<file path="src/rtl/mul_reconstruct_seq.sv">
// Rebuilds a dividend from divider outputs as q*m + r using an LSB-first
// shift-add multiplier followed by a single remainder-add cycle.
module mul_reconstruct_seq #(
  parameter int WIDTH = 4
) (
  input  logic               clk,
  input  logic               rst_n,
  input  logic               start,
  input  logic [WIDTH-1:0]   q,
  input  logic [WIDTH-1:0]   m,
  input  logic [WIDTH-1:0]   r,
  output logic               busy,
  output logic               done,
  output logic [2*WIDTH-1:0] dividend,
  output logic               rem_err
);

  localparam int CW = $clog2(WIDTH + 1);

  typedef enum logic [1:0] {
    IDLE  = 2'd0,
    MUL   = 2'd1,
    ADD_R = 2'd2,
    DONE  = 2'd3
  } state_t;

  state_t state, state_nxt;

  logic [WIDTH-1:0]   q_sh;
  logic [WIDTH-1:0]   m_reg;
  logic [WIDTH-1:0]   r_reg;
  logic [2*WIDTH-1:0] mcand;
  logic [2*WIDTH-1:0] acc;
  logic [CW-1:0]      cnt;

  always_ff @(posedge clk or negedge rst_n) begin
    if (!rst_n) state <= IDLE;
    else        state <= state_nxt;
  end

  // Acceptance only from IDLE, so a start seen while busy or in DONE is dropped.
  always_comb begin
    state_nxt = state;
    case (state)
      IDLE:    if (start) state_nxt = MUL;
      MUL:     if (cnt == CW'(1)) state_nxt = ADD_R;
      ADD_R:   state_nxt = DONE;
      DONE:    state_nxt = IDLE;
      default: state_nxt = IDLE;
    endcase
  end

  // mcand holds m << bit_index; q_sh shifts so bit 0 is always the current q bit.
  always_ff @(posedge clk or negedge rst_n) begin
    if (!rst_n) begin
      q_sh     <= '0;
      m_reg    <= '0;
      r_reg    <= '0;
      mcand    <= '0;
      acc      <= '0;
      cnt      <= '0;
      busy     <= 1'b0;
      done     <= 1'b0;
      dividend <= '0;
      rem_err  <= 1'b0;
    end else begin
      busy <= (state_nxt != IDLE);
      done <= (state == ADD_R);
      case (state)
        IDLE: begin
          if (start) begin
            q_sh  <= q;
            m_reg <= m;
            r_reg <= r;
            mcand <= {{WIDTH{1'b0}}, m};
            acc   <= '0;
            cnt   <= CW'(WIDTH);
          end
        end
        MUL: begin
          if (q_sh[0]) acc <= acc + mcand;
          mcand <= mcand << 1;
          q_sh  <= q_sh >> 1;
          cnt   <= cnt - CW'(1);
        end
        ADD_R: begin
          // Outputs are only written here, so they hold until the next completion.
          acc      <= acc + {{WIDTH{1'b0}}, r_reg};
          dividend <= acc + {{WIDTH{1'b0}}, r_reg};
          rem_err  <= (m_reg == '0) || (r_reg >= m_reg);
        end
        default: ;
      endcase
    end
  end

endmodule

</file>
<file path="config.mk">
export PLATFORM = sky130hd
export DESIGN_NAME = mul_reconstruct_seq
export DESIGN_NICKNAME = d
export VERILOG_FILES = /design/src/rtl/mul_reconstruct_seq.sv
export SDC_FILE = /design/constraint.sdc
export NUM_CORES = 1
export LEC_CHECK = 0
export ABC_AREA = 1
export CAP_MARGIN = 20
export CELL_PAD_IN_SITES_DETAIL_PLACEMENT = 0
export CELL_PAD_IN_SITES_GLOBAL_PLACEMENT = 2
export CORE_ASPECT_RATIO = 1.75
export CORE_MARGIN = 2
export CORE_UTILIZATION = 34
export CTS_CLUSTER_DIAMETER = 60
export DETAILED_ROUTE_END_ITERATION = 6
export PLACE_DENSITY_LB_ADDON = 0.1
export SYNTH_ARGS = -nofsm -noshare
export SYNTH_HDL_FRONTEND = slang
export SYNTH_SLANG_ARGS = --single-unit
</file>
<file path="constraint.sdc">
create_clock -name clk -period 1.87 [get_ports clk]
set_input_delay 0.374 -clock clk [delete_from_list [all_inputs] [get_ports clk]]
set_output_delay 0.374 -clock clk [all_outputs]
set_load 0.02 [all_outputs]
</file>
* After elaboration in Yosys (flattened, before gate mapping)
Cells that the tools add are included.
Word-level totals: latch bits 0, memory bits (writable) 0, memory bits (read-only) 0, memories kept 0, register bits after elaboration 44, output and inout port bits 11
Operators by class: div/mod/pow operators 0, add/sub/neg operators 3, multiplexer cells 12, reduce and logical (&&, ||, !) cells 9, eq/ne operators 6, bitwise logic cells 0, $mul 0, shift operators 0, order comparisons 1
Operators with widths (number):
- $mux 8 | 3
- $pmux 8 s3 | 1
- $pmux 8 s2 | 1
- $add 8x4->8 | 1
- $add 8x8->8 | 1
- $pmux 2 s4 | 1
- $pmux 4 s2 | 1
- $pmux 3 s2 | 1
- $eq 2x2->1 const B | 2
- $ge 4x4->1 | 1
- $logic_not 4->1 | 1
- $mux 2 | 2
- $mux 4 | 1
- $ne 2x2->1 const B | 2
- $reduce_and 2->1 | 2
- $reduce_bool 2->1 | 2
- $eq 3x1->1 const B | 1
- $mux 3 | 1
- $reduce_and 3->1 | 1
- $reduce_bool 3->1 | 1
- $sub 3x1->3 const B | 1
- $eq 2x1->1 const B | 1
- $logic_not 2->1 | 1
- $logic_or 1x1->1 | 1

* Depth between registers and ports, before layout
word-level depth 4, mapped depth 13

* Worst setup path before layout
OpenSTA, ideal clock, no wires.
path kind register to register, start reg acc[0], end reg acc[6], stages on the path, launching flop included 14, clock period less this slack 1580 ps, path buffers 0, library setup time 116 ps, path slack 290 ps, arrival time 1464 ps, path through dfrtp_1 > ha_1 > inv_1 > fa_1 > inv_1 > nand2_1 > nand2_1 > nand3b_1 > nand2_1 > nand2_1 > nand3_1 > nand2_1 > nand2_1 > nand2_1
On the way: cells in the longest elaborated chain, start to end 3, elaborated cells on any way between the ends 4, those cells by class 2 x add/sub; 2 x mux
Ends and longest elaborated chain:
- start, declared | RTL line 33 | logic [2*WIDTH-1:0] acc;
- start signal, assigned | RTL line 81 | if (q_sh[0]) acc <= acc + mcand;
- start signal, assigned | RTL line 88 | acc <= acc + {{WIDTH{1'b0}}, r_reg};
- $add 8x8->8 | RTL line 81
- $mux 8 | RTL line 81
- $pmux 8 s3 * | RTL line 69 | case (state)
Every way passes the cells marked *; elsewhere a longest branch is shown, timed or not. The select of a mux whose other input is x is not followed. A chain may end at the register's enable or synchronous reset.

* Worst setup path in the final report
Ends and elaborated chain as after synthesis.

==> summary.md <==
| Metric | Value |
|---|---|
| Status | `finished clean` |
| Routed length per placed instance | `14.7 um` |
| Post-DP Area | `2940 um2` |
| Yosys reg bits | `44` |
| TritonCTS buffer count | `5` |
| Peak supply drop | `770 uV` |
| WL met3 | `139 um` |
| CP bufs+invs | `2` |
| First-pass GRT wire length | `11000 um` |
| Commonest non-fill, non-tap cell in the layout | `nand2_1` |
| Met1 WL | `2650 um` |
| Slew Limit Fails | `0` |
| Mapped Cells | `316` |
| Worst R2R Path Depth | `13` |
| Final instance area | `3140 um2` |
| Met2 routed WL | `3540 um` |
| Yosys Warn Count | `0` |
| Clk buf depth | `2` |
| Setup crit end kind | `register` |
| Setup Skew | `4.49 ps` |
| Largest delay share family, worst path | `simple AND/OR/NAND/NOR gates` |
| Die area | `8210 um2` |
| Clock Latency Late Sink | `290 ps` |
| Slowest stage cell on the critical path | `dfrtp_1` |
| Worst path most repeated cell | `nand2_1` |
| Global placement routability congestion | `0.745` |
| Post-synthesis sequential area ratio | `43.3%` |
| Synth-to-layout area growth | `23.5%` |
| Finished Core Util | `43.4%` |
| Routed vias | `2155` |
| Slew HR | `68.7%` |
| Max Used Layer | `met4` |
| CP arrival | `1880 ps` |
| Share of cells above drive strength 1 | `11.3%` |
| Startpoint types | `register` |
| GRT Residual Overflow | `0` |
| # Max-Cap Violations | `0` |
| DRC | `0` |
| Crit Reg-Reg Endpoint | `acc[6]` |
| CP cell instances | `ha_2 > inv_1 > fa_2 > inv_2 > nand2_2 > nand2_2 > nand3b_1 > nand2_1 > nand2_1 > nand3_1 > nand2_1 > nand2_1 > nand2_1` |
| Worst-path clk slew | `60 ps` |
| Slew @ Worst Pin | `469 ps` |
| Total power | `0.00572 W` |
| Starting Density | `35.1%` |
| Total I/O pin count | `26` |
| Die Wd | `69.4 um` |
| CP Class | `register to register` |
| CP Data Required Time | `2050 ps` |
| Syn nets | `354` |
| Synth Area per Inst | `8.04 um2` |
| Final count of hold timing violations | `0` |
| Vias in the first global route | `2201` |
| Min-Delay Path Class | `input pin to asynchronous set/reset pin` |
| Antenna viol nets, final | `0` |
| Core box area | `7230 um2` |
| Worst reg2reg startpoint | `acc[0]` |
| Final Critical Period | `1690 ps` |
| Clk Tree Root Cell | `clkbuf_16` |
| Vias per cell | `4.91` |
| Total clock sinks | `44` |
| Post-synthesis cell type count | `31` |
| CP peak stage delay | `370 ps` |
| Routed wire length | `6430 um` |
| Nets@finish | `391` |
| Initial antenna violation count | `0` |
| R2R setup slack | `180 ps` |
| Port Buffers | `25` |
| Iteration-0 DRC Markers | `81` |
| Synth Cell Area | `2540 um2` |
| Setup ws final | `177 ps` |
| Pin count of the biggest net entering global routing | `29` |
| P_leak | `1.62 nW` |
| TritonRoute pass-1 iters | `4` |
| Final period utilization | `90.5%` |
| RSZ-0062 raised after global routing | `no` |
| Row cnt | `41` |
| CTS H-tree lvls | `2` |
| Power per standard cell area | `1820 nW/um2` |
| Max Fanout on Critical Path | `3` |
| Most frequent cells in the layout | `96 x nand2_1, 44 x dfrtp_1, 36 x inv_1, 24 x clkdlybuf4s50_1, 22 x nand3_1` |
| Regs by FF count | `acc x8, dividend x8, mcand x8` |
| F_max | `591 MHz` |
| N_diodes | `0` |
| Cts hold-fix bufs | `0` |
| GR Util All Layers | `17.2%` |
| Dpl hpwl | `4950 um` |
| Die Ht | `118 um` |
| TNS Setup | `0 ps` |
| Final count of negative-setup-slack endpoints | `0` |
| CTS tree | `done` |
| Dpl ws | `66.4 ps` |
## stage by stage
step,instances,hold WS (ps)
finish,439,36.5
global route,439,72.3
CTS,438,52.1
detailed placement,431,362
global placement,431,356
floorplan,316,78.4
## worst register-to-register path: cells and delay by family, from the launching register on
| kind | cells | cell delay (ps) |
|---|---|---|
| and+or+nand+nor | 9 | 590 |
| buffers and inverters | 2 | 120 |
| DFF | 1 | 370 |
| adders and majority gates | 2 | 510 |
## cells by family (layout without fill, tap and decap cells)
logic type | Yosys count | after routing | synth area share, %
adders and majority gates | 23 | 23 | 11.9
DFF | 44 | 44 | 43.3
xor gates and xnor gates | 2 | 2 | 0.689
and+or+nand+nor | 149 | 149 | 25.4
AOI/OAI and AO/OA | 49 | 49 | 10.9
buffers and inverters | 49 | 86 | 7.78
## report_power, final
| group | switching [W] | internal, W |
|---|---|---|
| Sequential | 0.000360 | 0.00140 |
| Clock | 0.000370 | 0.000561 |
| Combinational | 0.00181 | 0.00122 |
| Total | 0.00254 | 0.00318 |
## per-layer routing
layer  global-route usage, %  vias to the layer above
met3                    2.98                        8
met2                    32.3                       26
met4                    6.13                        0
met5                       0                        -
li1                        -                     1096
met1                    19.0                     1025
## synthesized netlist by cell type, drive strengths merged
| cell | n | area (um2) |
|---|---|---|
| clkbuf | 1 | 3.75 |
| a31oi | 3 | 18.8 |
| nand3b | 4 | 30.0 |
| a21o | 1 | 7.51 |
| a22o | 2 | 17.5 |
| buf | 4 | 26.3 |
| o211ai | 3 | 22.5 |
| xor2 | 2 | 17.5 |
| inv | 44 | 168 |
| nor2 | 14 | 60.1 |
| a21oi | 9 | 45.0 |
| nor3 | 1 | 5.00 |
| nand2 | 101 | 394 |
| o21ai | 24 | 120 |
| nand4 | 2 | 12.5 |
| o22ai | 6 | 37.5 |
| nand3 | 22 | 110 |
| nor4 | 1 | 6.26 |
| or2 | 4 | 27.5 |
| dfrtp | 44 | 1100 |
| a21boi | 1 | 7.51 |
| fa | 2 | 40.0 |
| ha | 21 | 263 |
## final cells by class
class / instances / area [um2]
fill: 735 / 4100
multi-input combinational: 223 / 1270
sequential: 44 / 1100
timing repair buffer: 35 / 333
inverter: 44 / 170
clock buffer: 7 / 153
tap: 86 / 108
## timing repair
action | in CTS | in global routing
gates resized for setup | 0 | 13
endpoints found under the hold margin | 0 | 0
endpoints found under the setup margin | 0 | 5
buffers inserted | 0 | 1
## worst max-delay path by stage
stage / start / to / slack (ps) / cells after the start
final: acc[0] / acc[6] / 180 / 13
after global routing: acc[5] / acc[7] / 6 / 10
after CTS: acc[0] / acc[6] / 50 / 13
after detailed placement: acc[0] / acc[6] / 70 / 13
after global placement: acc[0] / acc[6] / 80 / 13
after floorplan: acc[0] / acc[6] / 290 / 13
Note: power is estimated with default switching activity, not from simulation.
==> RTL change 1 (same settings) <==
Put one more register stage on the output `dividend`, without a reset. The value now appears one clock later. The other outputs are not delayed to match.
--- a/src/rtl/mul_reconstruct_seq.sv
+++ b/src/rtl/mul_reconstruct_seq.sv
@@ -25,2 +25,4 @@
   } state_t;
+
+  logic [2*WIDTH-1:0] dividend_s0;
 
@@ -63,3 +65,3 @@
       done     <= 1'b0;
-      dividend <= '0;
+      dividend_s0 <= '0;
       rem_err  <= 1'b0;
@@ -88,3 +90,3 @@
           acc      <= acc + {{WIDTH{1'b0}}, r_reg};
-          dividend <= acc + {{WIDTH{1'b0}}, r_reg};
+          dividend_s0 <= acc + {{WIDTH{1'b0}}, r_reg};
           rem_err  <= (m_reg == '0) || (r_reg >= m_reg);
@@ -96,2 +98,6 @@
 
+  always_ff @(posedge clk) begin
+    dividend <= dividend_s0;
+  end
+
 endmodule
Formal check against the unedited RTL: not equivalent (Yosys sat finds a counterexample within 10 cycles, from zero or initial values and one cycle with rst_n low).
==> RTL change 1 against the original RTL <==
- total power rose by 5.5%
- die area is 7.0% higher
- combinational power grew 2%
- synthesized area up 7.3%
- setup slack got worse by 21 ps
- utilization decreased by 0.90 points
- sequential power up 12%
- count of clock-buffer cells in the layout is 1 lower
- sequential cell count up 8
- final area is 6.3% higher
- wire length increased by 9.3%
- synthesized cell count up 3.5%
- maximum frequency down 1.2%
- critical path type unchanged
- largest power group unchanged
==> RTL change 1: results (changes against the original RTL) <==
{
  "drive_gt1_frac": {"value": 0.122, "change": "+0.00864"},
  "max-slew-margin-rel": {"value": 0.789, "change": "+0.102"},
  "syn-num-nets": {"value": 365, "change": "+3.1%"},
  "clk_pin_slew": {"value": 70, "unit": "ps"},
  "synth_cell_types": {"value": 33, "change": "+6.5%"},
  "synth-seq-area-share": {"value": 0.462, "change": "+0.0291"},
  "worstPathMaxFanout": {"value": 4, "change": "+1"},
  "grt_max_degree": {"value": 25, "change": "-14%"},
  "initialDrtViolationCount": {"value": 56, "change": "-31%"},
  "dp_cells": {"value": 448, "change": "+3.9%"},
  "placed_area": {"value": 3150, "unit": "um^2", "change": "+6.9%"},
  "post_synth_fa_ha_maj_area_fraction": {"value": 0.111, "change": "-0.00814"},
  "synth_xor_area_frac": {"value": 0.00642, "change": "-0.000471"},
  "ys_async_sr_fraction": {"value": 0.846, "change": "-0.154"},
  "drt_wl_total": {"value": 7030, "unit": "um", "change": "+9.3%"},
  "via_count_of_the_first_global_routing_pass": {"value": 2224, "change": "+1.0%"},
  "finClkSkew": {"value": 6.04, "unit": "ps", "change": "+1.55 ps"},
  "worstHoldPathType": {"value": "flop to flop"},
  "power.ir.vdd_worst": {"value": 0.803, "unit": "mV", "change": "+4.3%"},
  "leakage_power": {"value": 1.74, "unit": "nW", "change": "+7.0%"},
  "grt_first_pass_wirelength": {"value": 11600, "unit": "um", "change": "+5.1%"},
  "status": {"value": "complete, no violations"},
  "routabilityCongestion": {"value": 0.765, "change": "+2.7%"},
  "dp_hpwl": {"value": 5420, "unit": "um", "change": "+9.4%"},
  "n_fill_cell": {"value": 813, "change": "+11%"},
  "cts.htree.levels": {"value": 2, "change": "unchanged"},
  "synthTopCellsByCount": {"value": "sky130_fd_sc_hd__nand2_1 (103), sky130_fd_sc_hd__dfrtp_1 (44), sky130_fd_sc_hd__inv_1 (38), sky130_fd_sc_hd__ha_1 (21), sky130_fd_sc_hd__nand3_1 (20)"},
  "ys_warn_count": {"value": 0, "change": "unchanged"},
  "synth.area.top_cells": {"value": "sky130_fd_sc_hd__dfrtp_1 (40%), sky130_fd_sc_hd__nand2_1 (14%), sky130_fd_sc_hd__ha_1 (9.6%)"},
  "power.net_switching": {"value": 2.64, "unit": "mW", "change": "+4.1%"},
  "fin_cells": {"value": 459, "change": "+4.6%"},
  "grt_util_all_layers": {"value": 0.178, "change": "+0.00543"},
  "nets": {"value": 406, "change": "+3.8%"},
  "synth-compound-area-share": {"value": 0.0972, "change": "-0.0116"}
}
-- RTL change 1: cell families after synthesis --
kind of cell / Yosys count
and+or+nand+nor: 153
adders and majority gates: 23
xor gates and xnor gates: 2
AOI/OAI and AO/OA: 47
buffers and inverters: 50
DFF: 52
-- RTL change 1: worst paths after layout --
check | cells after the start | endpoint | slack, ps | start
worst max-delay path | 7 | acc[3] | 160 | r_reg[2]
worst min-delay path | 0 | dividend[3] | 370 | dividend_s0[3]
worst max register to register | 7 | acc[3] | 160 | r_reg[2]
worst min register to register | 0 | dividend[3] | 370 | dividend_s0[3]
max in group asynchronous | 3 | r_reg[1] | 930 | rst_n
min in group asynchronous | 2 | dividend_s0[6] | 450 | rst_n
-- RTL change 1: metrics by stage --
stage,hold WS (ps),utilization
after floorplan,78.4,-
after global placement,235,0.401
after detailed placement,235,0.401
after CTS,377,0.421
after global routing,387,0.425
final,374,0.425
-- RTL change 1: worst max-delay path: stages (launching register included) --
cell                       delay [ps]
sky130_fd_sc_hd__dfrtp_1          420
sky130_fd_sc_hd__ha_1             350
sky130_fd_sc_hd__or2_2            340
sky130_fd_sc_hd__a21oi_1          140
sky130_fd_sc_hd__nand3b_1         170
sky130_fd_sc_hd__nand2_1           60
sky130_fd_sc_hd__nand2_1           70
sky130_fd_sc_hd__nand2_1           50
-- RTL change 1: power groups by stage --
stage,Clock [mW],Combinational (mW),Sequential (mW)
after floorplan,0,2.02,2.04
after global placement,0,3.07,2.00
after detailed placement,0,3.08,2.00
after CTS,1.02,3.10,1.98
after global routing,1.05,3.51,2.04
final,0.982,3.08,1.97
-- RTL change 1: repair_timing --
item,CTS,global route
endpoints found under the hold margin,4,0
gates resized for setup,0,7
buffers inserted,0,2
hold buffers,1,0
setup endpoints to repair,0,3
-- RTL change 1: area by class of cell --
type,count,area (um^2),share of cell area
well taps,90,113,0.0337
clock inverters,2,13.8,0.00412
repair buffers,40,373,0.112
inverters,44,173,0.0517
flip-flops and latches,52,1260,0.378
multi-input cells,225,1260,0.379
clock buffers,6,139,0.0416
-- RTL change 1: layer usage --
metal | track usage | share of wire
met4 | 0.0802 | 0.028
met1 | 0.197 | 0.40
met2 | 0.328 | 0.55
met3 | 0.0263 | 0.021
met5 | 0 | 0
==> RTL change 2 (same settings) <==
Without the edit above. The parameter `WIDTH` goes from 4 to 8.
--- a/src/rtl/mul_reconstruct_seq.sv
+++ b/src/rtl/mul_reconstruct_seq.sv
@@ -3,3 +3,3 @@
 module mul_reconstruct_seq #(
-  parameter int WIDTH = 4
+  parameter int WIDTH = 8
 ) (
Ports: changed (resized dividend, m, q and r); port bits go from 26 to 46. The function was not compared with the original's and may differ.
==> RTL change 2 against the original RTL <==
- final area is 130% higher
- combinational power grew to 2.5 times the old value
- the run now ends with negative setup slack left
- hold slack lost 9.1 ps
- first-iteration DRC count is 72% higher
- total power rose by 120%
- count of clock-buffer cells in the layout up 3
- critical path type unchanged
- setup slack worse by 210 ps
- synthesized area up 110%
- synthesized cell count up 130%
- sequential cell count rose by 37
- wire length increased to 2.5 times the old value
==> RTL change 2: results (changes against the original RTL) <==
{
  "finClkSkew": {"value": 10.6, "unit": "ps", "change": "+6.07 ps"},
  "grt_first_pass_wirelength": {"value": 26000, "unit": "um", "change": "+140%"},
  "power.ir.vdd_worst": {"value": 0.969, "unit": "mV", "change": "+26%"},
  "placed_area": {"value": 6380, "unit": "um^2", "change": "+120%"},
  "met1_usage": {"value": 0.219, "change": "+0.0293"},
  "syn-num-nets": {"value": 782, "change": "+120%"},
  "port-buffer-count": {"value": 45, "change": "+80%"},
  "failing_checks": {"value": "negative setup slack"},
  "multi_input_comb_cells": {"value": 516, "change": "+130%"},
  "drive_gt1_frac": {"value": 0.237, "change": "+0.124"},
  "leakage_power": {"value": 3.70, "unit": "nW", "change": "+130%"},
  "seq_area_frac": {"value": 0.283, "change": "-0.0677"},
  "use_met2": {"value": 0.383, "change": "+0.0593"},
  "comb_power_share": {"value": 0.606, "change": "+0.077"},
  "final_critical_path_setup_slack": {"value": -33.5, "unit": "ps", "change": "-211 ps"},
  "setup_total_negative_slack": {"value": -54.5, "unit": "ps", "change": "-54.5 ps"},
  "drt_wl_total": {"value": 16400, "unit": "um", "change": "+150%"},
  "post_drt_via_cell_ratio": {"value": 4.83, "change": "-1.7%"},
  "synthTopCellsByCount": {"value": "sky130_fd_sc_hd__nand2_1 (273), sky130_fd_sc_hd__inv_1 (96), sky130_fd_sc_hd__dfrtp_1 (81), sky130_fd_sc_hd__nand3_1 (41), sky130_fd_sc_hd__ha_1 (37)"},
  "status": {"value": "complete, but fails checks"},
  "wl_met1": {"value": 6270, "unit": "um", "change": "+140%"},
  "cts.htree.levels": {"value": 3, "change": "+1"},
  "skew_pair_late_insertion_delay": {"value": 340, "unit": "ps", "change": "+50 ps"},
  "max-slew-margin-rel": {"value": 0.669, "change": "-0.0183"},
  "grt_max_degree": {"value": 82, "change": "+180%"},
  "synth_xor_area_frac": {"value": 0.00504, "change": "-0.00185"},
  "report.final.setup_viol": {"value": 2, "change": "+2"},
  "dp_hpwl": {"value": 12600, "unit": "um", "change": "+160%"}
}
RTL change 2: cell types whose count changed after synthesis, sizes merged, moves of 7 or more:
cell,delta
nor2,+19
ha,+16
dfrtp,+37
inv,+59
o21ai,+9
nor3,+7
nand3,+23
nand2,+178
buf,+7
a21oi,+12
RTL change 2: per-stage QoR:
| stage | total power, mW | std cells | worst slack (ps) | hold slack (ps) |
|---|---|---|---|---|
| 2_1_floorplan | 6.98 | 716 | 170 | 78.4 |
| 6_report | 12.5 | 1022 | -33.5 | 27.4 |
| 4_1_cts | 12.0 | 1014 | -23.6 | 86.2 |
| 3_5_place_dp | 10.0 | 999 | -152 | 449 |
| 3_3_place_gp | 9.91 | 999 | -142 | 449 |
| 5_1_grt | 13.6 | 1022 | -147 | 86.7 |
RTL change 2: what timing repair did:
| action | CTS | global route |
|---|---|---|
| hold buffers | 0 | 0 |
| buffers inserted | 0 | 8 |
| resized for setup | 21 | 78 |
| pin swaps | 6 | 25 |
| setup endpoints to repair | 13 | 24 |
